## src/rtl/mc_control_fsm_if.sv

```systemverilog
// Shared instruction/data memory handshake between the multi-cycle controller and memory.
interface mc_control_fsm_if #(
  parameter int unsigned XLEN = 32
);
  logic            mem_req;
  logic            mem_we;
  logic            mem_ack;
  logic [XLEN-1:0] instr;

  modport master (
    output mem_req,
    output mem_we,
    input  mem_ack,
    input  instr
  );

  modport slave (
    input  mem_req,
    input  mem_we,
    output mem_ack,
    output instr
  );
endinterface

```

## src/rtl/mc_control_fsm.sv

```systemverilog
// Multi-cycle RV32I-subset controller: FETCH/DECODE/EXEC/MEM/WB sequencing with
// memory handshake, retire counting and sticky halt on illegal opcode or bus timeout.
module mc_control_fsm #(
  parameter int unsigned XLEN    = 32,
  parameter int unsigned CNT_W   = 32,
  parameter int unsigned TIMEOUT = 15
) (
  input  logic               clk,
  input  logic               rst,
  mc_control_fsm_if.master   mem,
  input  logic               alu_zero_i,
  output logic [31:0]        ir_o,
  output logic               pc_we_o,
  output logic               pc_src_o,
  output logic               reg_we_o,
  output logic               alu_src_o,
  output logic [1:0]         alu_op_o,
  output logic [1:0]         wb_sel_o,
  output logic [2:0]         state_o,
  output logic               retire_o,
  output logic [CNT_W-1:0]   instr_count_o,
  output logic               illegal_o,
  output logic               bus_err_o
);

  localparam int unsigned WAIT_W = (TIMEOUT < 1) ? 1 : $clog2(TIMEOUT + 1);

  localparam logic [2:0] FETCH  = 3'd0;
  localparam logic [2:0] DECODE = 3'd1;
  localparam logic [2:0] EXEC   = 3'd2;
  localparam logic [2:0] MEM    = 3'd3;
  localparam logic [2:0] WB     = 3'd4;
  localparam logic [2:0] HALT   = 3'd5;

  localparam logic [6:0] OP_R      = 7'b0110011;
  localparam logic [6:0] OP_I      = 7'b0010011;
  localparam logic [6:0] OP_LOAD   = 7'b0000011;
  localparam logic [6:0] OP_STORE  = 7'b0100011;
  localparam logic [6:0] OP_BRANCH = 7'b1100011;
  localparam logic [6:0] OP_JAL    = 7'b1101111;

  logic [2:0]        state_q, state_d;
  logic [31:0]       ir_q, ir_d;
  logic [CNT_W-1:0]  cnt_q, cnt_d;
  logic              illegal_q, illegal_d;
  logic              bus_err_q, bus_err_d;
  logic [WAIT_W-1:0] wait_q, wait_d;

  logic       mem_req_c, mem_we_c, pc_we_c, pc_src_c, reg_we_c, alu_src_c, retire_c;
  logic [1:0] alu_op_c, wb_sel_c;

  // Instruction-class decode of the latched IR
  logic [6:0] opcode;
  logic [2:0] funct3;
  logic       is_r, is_i, is_load, is_store, is_branch, is_jal, is_legal;
  logic       timeout_hit, ack_ok;

  assign opcode    = ir_q[6:0];
  assign funct3    = ir_q[14:12];
  assign is_r      = (opcode == OP_R);
  assign is_i      = (opcode == OP_I);
  assign is_load   = (opcode == OP_LOAD);
  assign is_store  = (opcode == OP_STORE);
  assign is_branch = (opcode == OP_BRANCH);
  assign is_jal    = (opcode == OP_JAL);
  assign is_legal  = is_r | is_i | is_load | is_store | is_jal
                   | (is_branch & (funct3[2:1] == 2'b00));

  // An ack arriving once the counter has reached TIMEOUT is already too late
  assign timeout_hit = (TIMEOUT != 0) && (wait_q == WAIT_W'(TIMEOUT));
  assign ack_ok      = mem.mem_ack & ~timeout_hit;

  always_comb begin
    state_d   = state_q;
    ir_d      = ir_q;
    cnt_d     = cnt_q;
    illegal_d = illegal_q;
    bus_err_d = bus_err_q;
    wait_d    = '0;
    mem_req_c = 1'b0;
    mem_we_c  = 1'b0;
    pc_we_c   = 1'b0;
    pc_src_c  = 1'b0;
    reg_we_c  = 1'b0;
    alu_src_c = 1'b0;
    alu_op_c  = 2'b00;
    wb_sel_c  = 2'b00;
    retire_c  = 1'b0;

    case (state_q)
      FETCH: begin
        mem_req_c = 1'b1;
        if (timeout_hit) begin
          bus_err_d = 1'b1;
          state_d   = HALT;
        end else if (ack_ok) begin
          ir_d    = mem.instr[31:0];
          state_d = DECODE;
        end else begin
          wait_d = wait_q + WAIT_W'(1);
        end
      end
      DECODE: begin
        if (!is_legal) begin
          illegal_d = 1'b1;
          state_d   = HALT;
        end else begin
          state_d = EXEC;
        end
      end
      EXEC: begin
        alu_src_c = is_i | is_load | is_store;
        alu_op_c  = (is_r | is_i) ? 2'b10 : (is_branch ? 2'b01 : 2'b00);
        if (is_branch) begin
          pc_we_c  = 1'b1;
          pc_src_c = alu_zero_i ^ funct3[0];
          retire_c = 1'b1;
          state_d  = FETCH;
        end else if (is_load || is_store) begin
          state_d = MEM;
        end else begin
          state_d = WB;
        end
      end
      MEM: begin
        mem_req_c = 1'b1;
        mem_we_c  = is_store;
        alu_src_c = 1'b1;
        alu_op_c  = 2'b00;
        if (timeout_hit) begin
          bus_err_d = 1'b1;
          state_d   = HALT;
        end else if (ack_ok) begin
          if (is_store) begin
            pc_we_c  = 1'b1;
            retire_c = 1'b1;
            state_d  = FETCH;
          end else begin
            state_d = WB;
          end
        end else begin
          wait_d = wait_q + WAIT_W'(1);
        end
      end
      WB: begin
        reg_we_c = (ir_q[11:7] != 5'd0);
        wb_sel_c = is_load ? 2'b01 : (is_jal ? 2'b10 : 2'b00);
        pc_we_c  = 1'b1;
        pc_src_c = is_jal;
        retire_c = 1'b1;
        state_d  = FETCH;
      end
      HALT: ;
      default: state_d = HALT;
    endcase

    if (retire_c) cnt_d = cnt_q + CNT_W'(1);

    // No strobe may leak out while reset is asserted, whatever state we were in
    if (rst) begin
      mem_req_c = 1'b0;
      mem_we_c  = 1'b0;
      pc_we_c   = 1'b0;
      reg_we_c  = 1'b0;
      retire_c  = 1'b0;
    end
  end

  always_ff @(posedge clk) begin
    if (rst) begin
      state_q   <= FETCH;
      ir_q      <= '0;
      cnt_q     <= '0;
      illegal_q <= 1'b0;
      bus_err_q <= 1'b0;
      wait_q    <= '0;
    end else begin
      state_q   <= state_d;
      ir_q      <= ir_d;
      cnt_q     <= cnt_d;
      illegal_q <= illegal_d;
      bus_err_q <= bus_err_d;
      wait_q    <= wait_d;
    end
  end

  assign mem.mem_req    = mem_req_c;
  assign mem.mem_we     = mem_we_c;
  assign ir_o           = ir_q;
  assign pc_we_o        = pc_we_c;
  assign pc_src_o       = pc_src_c;
  assign reg_we_o       = reg_we_c;
  assign alu_src_o      = alu_src_c;
  assign alu_op_o       = alu_op_c;
  assign wb_sel_o       = wb_sel_c;
  assign state_o        = state_q;
  assign retire_o       = retire_c;
  assign instr_count_o  = cnt_q;
  assign illegal_o      = illegal_q;
  assign bus_err_o      = bus_err_q;

endmodule

```

## src/flat_wrapper.sv

```systemverilog
// flat-port wrapper written by rule: the top's interface ports become plain ports
module mc_control_fsm_flat 
#(
  parameter int unsigned XLEN    = 32,
  parameter int unsigned CNT_W   = 32,
  parameter int unsigned TIMEOUT = 15
)
  (clk, rst, alu_zero_i, ir_o, pc_we_o, pc_src_o, reg_we_o, alu_src_o, alu_op_o, wb_sel_o, state_o, retire_o, instr_count_o, illegal_o, bus_err_o, mem_mem_req, mem_mem_we, mem_mem_ack, mem_instr);
  mc_control_fsm_if #(.XLEN(XLEN)) mem_i ();
  input  logic clk;
  input  logic rst;
  input  logic alu_zero_i;
  output logic [31:0] ir_o;
  output logic pc_we_o;
  output logic pc_src_o;
  output logic reg_we_o;
  output logic alu_src_o;
  output logic [1:0] alu_op_o;
  output logic [1:0] wb_sel_o;
  output logic [2:0] state_o;
  output logic retire_o;
  output logic [CNT_W-1:0] instr_count_o;
  output logic illegal_o;
  output logic bus_err_o;
  output wire logic [$bits(mem_i.mem_req)-1:0] mem_mem_req;
  output wire logic [$bits(mem_i.mem_we)-1:0] mem_mem_we;
  input wire logic [$bits(mem_i.mem_ack)-1:0] mem_mem_ack;
  input wire logic [$bits(mem_i.instr)-1:0] mem_instr;
  assign mem_mem_req = mem_i.mem_req;
  assign mem_mem_we = mem_i.mem_we;
  assign mem_i.mem_ack = mem_mem_ack;
  assign mem_i.instr = mem_instr;
  mc_control_fsm #(.XLEN(XLEN), .CNT_W(CNT_W), .TIMEOUT(TIMEOUT)) u_core (.clk(clk), .rst(rst), .mem(mem_i), .alu_zero_i(alu_zero_i), .ir_o(ir_o), .pc_we_o(pc_we_o), .pc_src_o(pc_src_o), .reg_we_o(reg_we_o), .alu_src_o(alu_src_o), .alu_op_o(alu_op_o), .wb_sel_o(wb_sel_o), .state_o(state_o), .retire_o(retire_o), .instr_count_o(instr_count_o), .illegal_o(illegal_o), .bus_err_o(bus_err_o));
endmodule
```

## config.mk

```make
export PLATFORM = sky130hd
export DESIGN_NAME = mc_control_fsm_flat
export DESIGN_NICKNAME = d
export VERILOG_FILES = /design/src/rtl/mc_control_fsm_if.sv /design/src/rtl/mc_control_fsm.sv /design/src/flat_wrapper.sv
export SDC_FILE = /design/constraint.sdc
export NUM_CORES = 1
export LEC_CHECK = 0
export BUFFER_PORTS_ARGS = -buffer_cell sky130_fd_sc_hd__buf_2
export CELL_PAD_IN_SITES_DETAIL_PLACEMENT = 0
export CELL_PAD_IN_SITES_GLOBAL_PLACEMENT = 1
export CORE_UTILIZATION = 32
export CTS_CLUSTER_SIZE = 28
export DETAILED_ROUTE_END_ITERATION = 8
export PLACE_DENSITY = 0.78
export SLEW_MARGIN = 10
export SYNTH_ARGS = -nofsm -noshare
export SYNTH_HDL_FRONTEND = slang
export SYNTH_SLANG_ARGS = --single-unit
```

## constraint.sdc

```tcl
create_clock -name clk -period 2 [get_ports clk]
set_input_delay 0.2 -clock clk [delete_from_list [all_inputs] [get_ports clk]]
set_output_delay 0.2 -clock clk [all_outputs]
set_load 0.01 [all_outputs]
```

==> impl_metrics.yaml, run 1 <==
outcome:
  status: "complete, but fails checks"
  violations: "design-rule violations"
worst_setup_path:
  path_class: "flip-flop to flip-flop"
  critPathArrivalTime_ns: 2.26
  worst_setup_path_end_kind: "flip-flop"
  r2r_slack_ns: 0.02
  critPathLaunch: "u_core.ir_o[4]"
  crit_path_start_kind: "flip-flop"
  reg2regPathDepth: 6
  path_max_fanout: 31
  reg2reg_from: "u_core.ir_o[4]"
  cp.required_ns: 2.28
  rr_endpoint: "u_core.instr_count_o[13]"
synth:
  synth_top_area_share: 0.435
  syn_avg_cell_area_um2: 7.96
  postSynthCellCount: 422
  ys_seq_elements: 73
  synth_flop_cell: "dfxtp_1"
  synthArstFlopShare: 0
  synth_warnings: 0
  ys_seq_area_frac: 0.435
  synth_edf_count: 0
  syn_nets: 460
  yosysTopAreaCell: "dfxtp_1"
  ys_top_cells_by_area: "dfxtp_1 43%, a21oi_1 9.4%, nand2_1 9.0%"
  synth.cell_area_um2: 3360
  synth.distinct_cells: 47
finish:
  num_antenna_cells: 0
  layout_common_cells: "115 x buf_2, 80 x nand2_1, 63 x a21oi_1, 63 x dfxtp_1, 34 x buf_4"
  fillers: 1026
  final_common_cell: "buf_2"
  nets: 596
  final_cell_area_um2: 4630
  syn_to_final_growth_pct: 37.8
  drive_above_1_share: 0.359
global_routing:
  antenna_found_initial: 0
  overflow: 0
  grt_pass1_vias: 3432
  grt_max_degree: 33
  grt_pass1_wl_um: 16000
  grt_use_total: 0.181
floorplanning:
  num_io_pins: 116
  start_util: 0.328
  core_um2: 10200
  die_h_um: 104
  die_area_um2: 10900
  rows: 37
  die_w_um: 104
timing:
  finalCritPeriodShare: 0.990
  min_period_ns: 1.98
  finClkSkew_ns: 0.0152
  fmax_ghz: 0.505
  setup_viol_count_final: 0
  slew_viol_final: 0
  hold_viol: 0
  rsz0062_at_grt: "yes"
  tightest_slew_ns: 0.486
  slew_headroom: 0.676
clocking:
  cts_buffers: 9
  cts_max_level: 3
  clock_path_buffers: 2
  cts_tree: "done"
  hold_buffers: 0
  clk_latency_ns: 0.35
  clk_pin_slew_worst_paths_ns: 0.08
  clockRootBuffer: "clkbuf_8"
  clock-sinks: 73
route:
  post-route-drc-count: 1
  ant_nets: 0
  vias: 3551
  vias_per_cell: 5.08
  wl_per_cell_um: 14.0
  first_pass_iters: 6
  routed_wl_um: 9780
  drt-initial-drc-count: 138
power:
  seqPwrFrac: 0.416
  sw_frac_of_total: 0.347
  power_w: 0.00420
  p_int_w: 0.00274
  power_leakage_nw: 1.95
  pwr-share-clk: 0.276
  p_comb_frac: 0.308
  ir_worst_vdd_mv: 0.451
  switchingPower_w: 0.00146
  power_density_nw_per_um2: 907
placement:
  placed_cell_area_um2: 4250
  dpl.hpwl_um: 6930
  gp_congestion: 0.787
  port_buffers: 115
min_path:
  hold_depth: 3
  min_to: "u_core.ir_o[0]"
  holdCritPathClass: "input port to flip-flop"
  hold_start: "mem_instr[0]"
run:
  maxCapViolCount: 0
power by group through the flow:
stage	logic [W]	clock network, W	registers [W]
2_1_floorplan	0.000681	0	0.00183
3_3_place_gp	0.00121	0	0.00175
3_5_place_dp	0.00124	0	0.00176
4_1_cts	0.00129	0.00119	0.00174
5_1_grt	0.00143	0.00125	0.00177
6_report	0.00129	0.00116	0.00175
sequential cells by signal, indices dropped and copies added, names as in the netlist:
register	cells
u_core.state_o	3
u_core.bus_err_o	1
u_core.wait_q	4
u_core.ir_o	32
u_core.instr_count_o	32
u_core.illegal_o	1
worst max-delay path, stage by stage (launching register included):
cell,delay (ns)
dfxtp_2,0.35
and4bb_2,0.32
and4_4,0.25
o2111ai_4,0.14
buf_12,0.19
or4_1,0.52
a21oi_1,0.14
metal layers:
metal	wire length [um]	part of all wire	track usage
met1	4320	0.44	0.211
met3	390	0.040	0.0370
met4	233	0.024	0.0878
met5	0	0	0
met2	4840	0.49	0.315
worst max-delay path by stage:
stage | to | slack, ns | cells past startpoint
finish | u_core.instr_count_o[13] | 0.02 | 6
global route | u_core.instr_count_o[11] | -0.05 | 6
CTS | pc_we_o | 0.002 | 7
detailed placement | u_core.instr_count_o[20] | -0.05 | 5
global placement | u_core.instr_count_o[28] | 0.03 | 5
floorplan | u_core.instr_count_o[13] | -0.02 | 7
metrics by stage:
| step | instances | setup TNS (ns) | setup WS [ns] | hold slack [ns] | utilization |
|---|---|---|---|---|---|
| global route | 699 | -0.312 | -0.0535 | 0.0688 | 0.453 |
| CTS | 699 | 0 | 0.00186 | 0.0695 | 0.447 |
| floorplan | 422 | -0.0879 | -0.0220 | 0.328 | - |
| detailed placement | 678 | -0.260 | -0.0460 | 0.443 | 0.416 |
| global placement | 678 | 0 | 0.0310 | 0.429 | 0.416 |
| finish | 699 | 0 | 0.0197 | 0.0823 | 0.453 |
cells in the mapped netlist (3+ instances only):
| library cell | n |
|---|---|
| nand4_1 | 11 |
| xor2_1 | 5 |
| nor4_1 | 3 |
| nor2b_1 | 3 |
| o21ai_0 | 19 |
| and3_1 | 6 |
| or3_1 | 17 |
| dfxtp_1 | 73 |
| o31ai_1 | 11 |
| inv_1 | 7 |
| clkbuf_1 | 23 |
| buf_6 | 3 |
| a21o_1 | 4 |
| nor3_1 | 6 |
| nand3_1 | 15 |
| nor2_1 | 23 |
| a21oi_1 | 63 |
| or4_1 | 13 |
| nand2_1 | 81 |
cell families (layout without fill, tap and decap cells):
group / count (synthesis) / after routing / synth area share
simple gates: 193 / 193 / 0.291
compound gates: 109 / 109 / 0.193
xor+xnor: 6 / 6 / 0.0156
mux: 2 / 2 / 0.00633
fa+ha+maj: 3 / 3 / 0.0104
flops: 73 / 73 / 0.435
buf+inv: 36 / 177 / 0.0484
timing repair:
| item | CTS | global route |
|---|---|---|
| gates resized for setup | 21 | 12 |
| pin swaps | 5 | 3 |
| hold endpoints to repair | 0 | 0 |
| setup buffers | 5 | 0 |
| setup endpoints to repair | 22 | 20 |
final cells by class:
cell class,count,area (um^2),share of cell area
flip-flops and latches,73,1470,0.318
repair buffers,154,905,0.195
clock buffers,10,128,0.0276
clock inverters,6,67.6,0.0146
well taps,136,170,0.0367
multi-input cells,313,1860,0.402
inverters,7,26.3,0.00567
Power figures use the tool's default switching activity.
==> run 2: changes to the inputs <==
Settings changed: CORE_UTILIZATION 32 to 33, CTS_BUF_LIST set to sky130_fd_sc_hd__clkbuf_8, PLACE_DENSITY 0.78 to 0.8.
==> impl_metrics.yaml, run 2 (synthesis results as in run 1) <==
timing:
  slew_viol_final: 0
  rsz0062_at_grt: "yes"
  setup_viol_count_final: 2
  hold_viol: 0
  slew_headroom: 0.714
  tightest_slew_ns: 0.428
  fmax_ghz: 0.498
  finClkSkew_ns: 0.00988
  min_period_ns: 2.01
  finalCritPeriodShare: 1.00
  fin_setup_tns_ns: -0.0118
  worst_slack_ns: -0.00925
finish:
  final_cell_area_um2: 4780
  nets: 602
  drive_above_1_share: 0.392
  instances_no_fill: 702
  final_common_cell: "buf_2"
  layout_common_cells: "115 x buf_2, 81 x nand2_1, 61 x dfxtp_1"
  num_antenna_cells: 0
  fin_util: 0.486
  syn_to_final_growth_pct: 42.1
placement:
  gp_congestion: 0.843
  port_buffers: 115
  dpl.cell_count: 674
  dpl.hpwl_um: 6720
  placed_cell_area_um2: 4240
worst_setup_path:
  rr_endpoint: "u_core.instr_count_o[15]"
  crit_path_start_kind: "flip-flop"
  path_max_fanout: 8
  worst_setup_path_end_kind: "flip-flop"
  cp_slowest_cell: "or4_4"
  critical_path.max_stage_delay_ns: 0.51
  cp.required_ns: 2.28
  path_class: "flip-flop to flip-flop"
  r2r_slack_ns: -0.009
  critPathArrivalTime_ns: 2.29
  reg2reg_from: "u_core.ir_o[4]"
  crit_chain: "nand3b_1, o31ai_4, o2111ai_4, buf_12, or4_4, a21oi_2"
  reg2regPathDepth: 6
clocking:
  clk_pin_slew_worst_paths_ns: 0.08
  cts_tree: "done"
  hold_buffers: 0
  clk_latency_ns: 0.35
  cts_buffers: 9
  clockRootBuffer: "clkbuf_8"
  clock_path_buffers: 2
  cts_max_level: 3
  clock-sinks: 73
route:
  vias: 3553
  post-route-drc-count: 0
  wl_per_cell_um: 14.0
  ant_nets: 0
  first_pass_iters: 4
  routed_wl_um: 9840
  drt-initial-drc-count: 117
  vias_per_cell: 5.06
min_path:
  holdCritPathClass: "input port to flip-flop"
  min_to: "u_core.ir_o[6]"
  hold_depth: 3
  hold_start: "mem_instr[6]"
power:
  power_leakage_nw: 2.03
  ir_worst_vdd_mv: 0.630
  power_density_nw_per_um2: 929
  power_w: 0.00444
global_routing:
  antenna_found_initial: 0
  grt_use_total: 0.192
  grt_pass1_wl_um: 15800
  overflow: 0
  grt_max_degree: 33
  grt_pass1_vias: 3269
outcome:
  status: "complete, but fails checks"
  violations: "negative setup slack"
floorplanning:
  die_area_um2: 10600
  start_util: 0.342
  num_io_pins: 116
  rows: 36
  core_um2: 9820
  die_w_um: 103
  die_h_um: 103
run:
  maxCapViolCount: 0
## run 2: through the flow
step | worst slack, ns | hold WS (ns)
floorplan | -0.0220 | 0.328
global placement | 0.0362 | 0.431
detailed placement | -0.0156 | 0.445
CTS | 0.00352 | 0.0553
global route | -0.0596 | 0.0543
finish | -0.00925 | 0.0735
## run 2: worst max-delay path by stage
stage                       from                        to  cells past startpoint
5_1_grt           u_core.ir_o[4]  u_core.instr_count_o[13]                      6
6_report          u_core.ir_o[4]  u_core.instr_count_o[15]                      6
3_3_place_gp   u_core.state_o[1]  u_core.instr_count_o[11]                      6
3_5_place_dp   u_core.state_o[1]  u_core.instr_count_o[21]                      6
2_1_floorplan     u_core.ir_o[4]  u_core.instr_count_o[13]                      7
4_1_cts           u_core.ir_o[4]                  pc_src_o                      5
## run 2: area by class of cell
cell class	instances	area [um^2]
inverters	7	26.3
clock inverters	7	119
multi-input cells	313	1880
flip-flops and latches	73	1480
clock buffers	9	124
well taps	133	166
fillers	1015	5040
repair buffers	160	986
## run 2: layer usage
layer	GRT usage	routed length, um
met1	0.244	4490
met3	0.0427	377
met5	0	0
met4	0.0888	193
met2	0.309	4780
## run 2: what timing repair did
action / in CTS / in global routing
gates cloned: 2 / 0
endpoints found under the hold margin: 0 / 0
buffers inserted: 4 / 6
resized for setup: 14 / 31
setup endpoints to repair: 15 / 20
pin swaps: 7 / 17
## run 2: critical path: cells and delay by family, from the launching register on
family	cells	cell delay, ns
AOI/OAI and AO/OA	3	0.66
buffers and inverters	1	0.20
DFF	1	0.34
and+or+nand+nor	2	0.74
## run 2: power breakdown
group | leakage [nW] | internal [W] | switching [W]
clock | 0.115 | 0.000828 | 0.000583
sequential | 0.599 | 0.00163 | 0.000106
combinational | 1.32 | 0.000533 | 0.000762
total | 2.03 | 0.00299 | 0.00145
